$ cat config.mk
export PLATFORM = sky130hd
export DESIGN_NAME = alu_writeback
export DESIGN_NICKNAME = d
export VERILOG_FILES = /design/src/rtl/alu_writeback.sv
export SDC_FILE = /design/constraint.sdc
export NUM_CORES = 1
export LEC_CHECK = 0
export CAP_MARGIN = 20
export CELL_PAD_IN_SITES_DETAIL_PLACEMENT = 1
export CELL_PAD_IN_SITES_GLOBAL_PLACEMENT = 1
export CORE_ASPECT_RATIO = 0.7
export CORE_UTILIZATION = 36
export DETAILED_ROUTE_END_ITERATION = 10
export PLACE_DENSITY_LB_ADDON = 0.25
export SKIP_LAST_GASP = 1
export SLEW_MARGIN = 5
export SYNTH_ARGS = -nofsm -noshare
export SYNTH_HDL_FRONTEND = slang
export SYNTH_SLANG_ARGS = --single-unit
$ cat constraint.sdc
create_clock -name clk -period 4.82 [get_ports clk]
set_clock_uncertainty 0.2 [all_clocks]
set_input_delay 1.205 -clock clk [delete_from_list [all_inputs] [get_ports clk]]
set_output_delay 1.205 -clock clk [all_outputs]
set_load 0.02 [all_outputs]
$ cat src/rtl/alu_writeback.sv
// Write-back stage after the ALU: retires one 32-bit result per op into a
// 16-bit register file (one or two words) and optionally latches ALU flags.
module alu_writeback #(
    parameter int DATA_W     = 16,
    parameter int REG_ADDR_W = 3
) (
    input  logic                  clk,
    input  logic                  rst,
    input  logic                  in_valid,
    output logic                  in_ready,
    input  logic [2*DATA_W-1:0]   alu_result,
    input  logic                  alu_za,
    input  logic                  alu_zb,
    input  logic                  alu_eq,
    input  logic                  alu_gt,
    input  logic                  alu_lt,
    input  logic [REG_ADDR_W-1:0] rd,
    input  logic                  wide,
    input  logic                  flag_en,
    output logic                  rf_we,
    output logic [REG_ADDR_W-1:0] rf_waddr,
    output logic [DATA_W-1:0]     rf_wdata,
    output logic [4:0]            status,
    output logic                  done
);

    localparam int RES_W = 2 * DATA_W;

    typedef enum logic [1:0] {
        IDLE  = 2'd0,
        WR_LO = 2'd1,
        WR_HI = 2'd2
    } state_t;

    state_t                  state_q, state_d;
    logic [RES_W-1:0]        res_q, res_d;
    logic [REG_ADDR_W-1:0]   rd_q, rd_d;
    logic                    wide_q, wide_d;
    logic [4:0]              status_q, status_d;
    logic                    accept;

    // A wide op blocks acceptance only while its low word is being written.
    assign in_ready = (state_q == IDLE) || (state_q == WR_LO && !wide_q) || (state_q == WR_HI);
    assign accept   = in_valid && in_ready;
    assign status   = status_q;

    // NOTE: every signal written here gets a default first, so no path leaves
    // a value unassigned and no latch is inferred.
    always_comb begin
        state_d  = IDLE;
        res_d    = res_q;
        rd_d     = rd_q;
        wide_d   = wide_q;
        status_d = status_q;

        if (accept) begin
            state_d = WR_LO;
            res_d   = alu_result;
            rd_d    = rd;
            wide_d  = wide;
            if (flag_en) begin
                status_d = {alu_za, alu_zb, alu_eq, alu_gt, alu_lt};
            end
        end else if (state_q == WR_LO && wide_q) begin
            state_d = WR_HI;
        end
    end

    always_comb begin
        rf_we    = 1'b0;
        rf_waddr = '0;
        rf_wdata = '0;
        done     = 1'b0;
        case (state_q)
            WR_LO: begin
                rf_we    = 1'b1;
                rf_waddr = rd_q;
                rf_wdata = res_q[DATA_W-1:0];
                done     = !wide_q;
            end
            WR_HI: begin
                rf_we    = 1'b1;
                rf_waddr = rd_q + REG_ADDR_W'(1);   // wraps past the last register
                rf_wdata = res_q[RES_W-1:DATA_W];
                done     = 1'b1;
            end
            default: ;
        endcase
    end

    // NOTE: sequential state uses non-blocking assignments so every register
    // samples its pre-edge value regardless of statement order.
    always_ff @(posedge clk) begin
        if (rst) begin
            state_q  <= IDLE;
            res_q    <= '0;
            rd_q     <= '0;
            wide_q   <= 1'b0;
            status_q <= '0;
        end else begin
            state_q  <= state_d;
            res_q    <= res_d;
            rd_q     <= rd_d;
            wide_q   <= wide_d;
            status_q <= status_d;
        end
    end

endmodule

==> results.ini, run 1 <==
[run_status]
status = completed

[power_and_ir_drop]
pwr_density_cell_nw_per_um2 = 279
p_leak_nw = 0.959
totalPowerFinal_mw = 0.821
ir_worst_vdd_v = 0.000121

[global_routing]
first_global_vias = 1714
grt_pass1_wl_mm = 8.60
grt_max_degree = 48
grt_usage = 0.185
antenna_found_initial = 0
overflow = 0

[detailed_routing]
drt_iter0_drc = 41
wirelength_mm = 5.25
routed-via-count = 1707
viasPerCell = 4.99
routedWlPerCell_um = 15.4
first_pass_iters = 4
post-route-drc-count = 0
final_antenna_net_count = 0

[clock_tree]
cts_tree = done
htree_num_levels = 2
cts_made_buffers = 5
cts.clk_slew.worst_paths_ps = 90
max-clock-path-buffers = 2
post_cts_buffers = 0
cts_root_buf = clkbuf_8
worstSkewPairLatency_ps = 300
clock-sinks = 43
cts_resized = 0
ctsHoldBuffers = 0

[logic_synthesis]
ys_ff_latch = 43
synth.distinct_cells = 22
ys_seq_area_frac = 0.412
syn_area_sq_um = 2090
synth_top_area_frac = 0.412
synth-async-reset-ratio = 0
yosysTopAreaCell = dfxtp_1
syn-mean-instance-area_sq_um = 10.2
yosys_warnings = 0
netlist_instances = 204
synthTopCellsByArea = dfxtp_1 41%, nand2b_1 14%, o2bb2ai_1 11%
synth_ff_type = dfxtp_1
syn-num-nets = 253
synthMostInstantiatedCell = nand2b_1
synth_common_cells = 48 x nand2b_1, 43 x dfxtp_1, 27 x o2bb2ai_1
synth_edf_count = 0

[floorplanning]
fp.dieW_um = 93.1
core_sq_um = 5420
dieArea_sq_um = 6120
pin_count = 72
initial_core_util = 0.385
die_h_um = 65.7
row_count = 22

[place]
gp_congestion = 0.741
dpl-instance-area_sq_um = 2830
place_ws_ps = 1250
dp_hpwl_mm = 3.45
port-buffer-count = 71
dp.cells = 334

[worst_setup_path]
worst-path-max-fanout = 21
worstPathRequired_ps = 3410
critPathSlowestCell = ha_1
cp.arrival_ps = 2520
end_kind = output port
crit_path_cell_trace = inv_1 > ha_1 > nor2b_1 > o21ai_0 > a21boi_0 > clkdlybuf4s50_1
max_stage_delay_ps = 690
cp-start-kind = flop
path_class = flop to output port

[job]
max_cap_violations = 0

[timing]
post-route-period-util = 0.814
setup_ws_ps = 899
drv_slew = 0
clock.fmax_ghz = 0.255
worstMarginPinSlew_ps = 818
holdWs_ps = 278
slew_headroom = 0.455
setup_tns_ps = 0
fin_crit_ps = 3920
rsz0062_at_grt = no
hold_viol = 0
setup_violations = 0

[cells_and_area]
instances_no_fill = 342
n_antenna_cell = 0
fillerInstances = 625
syn_to_final_growth_pct = 41.0
fin_nets = 318
finalInstanceArea_sq_um = 2950
fin_util = 0.543
drive_above_1_share = 0.0926

[worst_hold_path]
hold_class = flop to flop

[worst max-delay path: cells and delay by family, from the launching register on]
| kind | cells | cell delay, ps |
|---|---|---|
| AO/OA/AOI/OAI | 2 | 260 |
| adder cells (fa/ha/maj) | 1 | 690 |
| buffers and inverters | 2 | 710 |
| flip-flops | 1 | 320 |
| AND/OR/NAND/NOR | 1 | 210 |
[cells by family after synthesis]
kind of cell               share of synthesized area
buffers and inverters                         0.0551
DFF                                            0.412
muxes                                         0.0240
and+or+nand+nor                                0.213
AOI/OAI and AO/OA                              0.272
adders and majority gates                     0.0240
[sequential cells by signal, indices dropped and copies added, names as in the netlist]
| register | flops |
|---|---|
| wide_q | 1 |
| status | 5 |
| state_q | 2 |
| rd_q | 3 |
| res_q | 32 |
[power breakdown]
part | internal, mW | leakage, nW | total, mW | switching (mW)
clock | 0.168 | 0.0612 | 0.298 | 0.130
combinational | 0.0750 | 0.544 | 0.133 | 0.0584
sequential | 0.378 | 0.354 | 0.390 | 0.0125
total | 0.621 | 0.959 | 0.821 | 0.201
[layout by cell type, fill, tap and decap left out, drive strengths merged]
cell type,instances
nand2,3
a21oi,2
mux2i,5
clkdlybuf4s50,71
clkinv,1
clkbuf,6
buf,4
inv,3
nor3b,1
nand2b,48
bufinv,1
nand3b,1
nor2b,18
dfxtp,43
nor2,1
a22oi,17
o2bb2ai,36
a21boi,3
ha,4
o21ai,2
[final timing paths]
kind	from	endpoint	slack, ps	depth (start not counted)
worst max-delay path	state_q[0]	rf_waddr[2]	900	6
worst max register to register	state_q[0]	rd_q[0]	2350	6
worst min-delay path	status[2]	status[2]	280	2
worst min register to register	status[2]	status[2]	280	2
[cell type report]
type	instances	area, sq um	area share
Multi-Input combinational cell	141	1110	0.378
Sequential cell	43	861	0.292
Timing Repair Buffer	75	753	0.256
Tap cell	72	90.1	0.0306
Clock buffer	6	82.6	0.0280
Clock inverter	2	35.0	0.0119
Inverter	3	11.3	0.00382
[per-layer routing]
metal | part of all wire | vias up | global-route usage
li1 | - | 847 | -
met1 | 0.51 | 809 | 0.259
met2 | 0.44 | 47 | 0.275
met3 | 0.049 | 4 | 0.0567
met4 | 0.0051 | 0 | 0.0462
met5 | 0 | - | 0
No activity file was read; power rests on OpenSTA's default activity.
==> run 2, diff against run 1 <==
Settings changed: CORE_UTILIZATION 36 to 34.
Clock period 4.82 ns to 3.8 ns, I/O delays scaled along.
==> results.ini, run 2 (synthesis gave the netlist of run 1 again) <==
[clock_tree]
cts_root_buf = clkbuf_8
clock-sinks = 43  ; unchanged
htree_num_levels = 2  ; unchanged
post_cts_buffers = 0  ; unchanged
cts_tree = done
ctsHoldBuffers = 0  ; unchanged
cts_made_buffers = 5  ; unchanged
max-clock-path-buffers = 2  ; unchanged
worstSkewPairLatency_ps = 300  ; about the same
cts_resized = 0  ; unchanged
cts.clk_slew.worst_paths_ps = 80  ; about the same

[detailed_routing]
post-route-drc-count = 0  ; unchanged
first_pass_iters = 4  ; unchanged
routed-via-count = 1719  ; +0.70%
routedWlPerCell_um = 15.3  ; -0.11%
viasPerCell = 4.94  ; -1.0%
final_antenna_net_count = 0  ; unchanged
drt_iter0_drc = 44  ; +7.3%
wirelength_mm = 5.34  ; +1.6%

[timing]
fin_crit_ps = 3480
hold_viol = 0  ; unchanged
rsz0062_at_grt = no
setup_tns_ps = 0  ; unchanged
worstMarginPinSlew_ps = 551  ; -267 ps
drv_slew = 0  ; unchanged
slew_headroom = 0.633  ; +0.178
post-route-period-util = 0.915
clock.fmax_ghz = 0.288
setup_violations = 0  ; unchanged

[run_status]
status = completed

[floorplanning]
fp.dieW_um = 95.7  ; +2.8%
dieArea_sq_um = 6470  ; +5.7%
pin_count = 72  ; unchanged
initial_core_util = 0.359  ; -0.0259
row_count = 23  ; +4.5%
core_sq_um = 5810  ; +7.2%
die_h_um = 67.6  ; +2.8%

[job]
max_cap_violations = 0  ; unchanged

[worst_setup_path]
worstPathRequired_ps = 2650  ; -760 ps
cp.arrival_ps = 2330  ; -190 ps
worst-path-max-fanout = 14  ; -33%
cp-start-kind = flop
end_kind = output port
path_class = flop to output port

[cells_and_area]
syn_to_final_growth_pct = 41.9
drive_above_1_share = 0.0989  ; +0.00631
fillerInstances = 645  ; +3.2%
largest_register = res_q
n_antenna_cell = 0  ; unchanged
layout_common_cells = 71 x clkdlybuf4s50_1, 48 x nand2b_1, 43 x dfxtp_1
fin_nets = 322  ; +1.3%
largest_reg_flops = 32  ; unchanged
final_common_cell = clkdlybuf4s50_1

[power_and_ir_drop]
ir_worst_vdd_v = 0.000136  ; +13%
p_leak_nw = 0.969  ; +1.0%
pwr_density_cell_nw_per_um2 = 343  ; +23%
totalPowerFinal_mw = 1.02  ; +24%

[global_routing]
overflow = 0  ; unchanged
grt_usage = 0.179  ; -0.00550
grt_pass1_wl_mm = 8.63  ; +0.33%
grt_max_degree = 47  ; -2.1%
antenna_found_initial = 0  ; unchanged
first_global_vias = 1724  ; +0.58%

[place]
gp_congestion = 0.690  ; -6.9%
port-buffer-count = 71  ; unchanged
dp_hpwl_mm = 3.65  ; +5.6%

[worst_hold_path]
hold_class = flop to flop

-- run 2: changes by cell type in the layout (fill, tap and decap cells not counted), sizes merged --
cell / before / now
buf: 4 / 8
clkinv: 1 / 0
-- run 2: through the flow --
stage	instances	area, sq um	worst slack, ps	hold slack [ps]	util
2_1_floorplan	204	2090	1210	253	-
3_3_place_gp	341	2860	697	261	0.492
3_5_place_dp	341	2860	653	274	0.492
4_1_cts	348	2970	292	287	0.510
5_1_grt	348	2970	156	313	0.510
6_report	348	2970	324	280	0.510
-- run 2: worst paths after layout --
check | cells after the start | endpoint | startpoint | slack (ps)
worst min-delay path | 2 | status[1] | status[1] | 280
worst max-delay path | 6 | rf_wdata[0] | state_q[0] | 320
worst max register to register | 6 | res_q[22] | state_q[0] | 1500
worst min register to register | 2 | status[1] | status[1] | 280
-- run 2: layout make-up --
class                   count  area [sq um]  share of cell area
multi-input cells         141          1110               0.376
flip-flops and latches     43           861               0.290
repair buffers             79           783               0.264
well taps                  75          93.8              0.0316
clock buffers               6          72.6              0.0245
clock inverters             1          30.0              0.0101
inverters                   3          11.3             0.00380
-- run 2: metal layers --
| layer | track usage | part of all wire |
|---|---|---|
| met5 | 0 | 0 |
| met4 | 0.0616 | 0.010 |
| met3 | 0.0586 | 0.072 |
| met2 | 0.279 | 0.44 |
| met1 | 0.234 | 0.47 |
-- run 2: power breakdown --
group	internal [mW]	leakage [nW]	switching, mW
Clock	0.193	0.0513	0.158
Combinational	0.0964	0.564	0.0730
Sequential	0.479	0.354	0.0164
-- run 2: worst max-delay path, cell delays in order, from the launching register on --
cell             delay [ps]
dfxtp_1                 320
inv_1                    80
ha_1                    510
buf_4                   240
a22oi_1                  80
nor2b_1                 170
clkdlybuf4s50_1         630
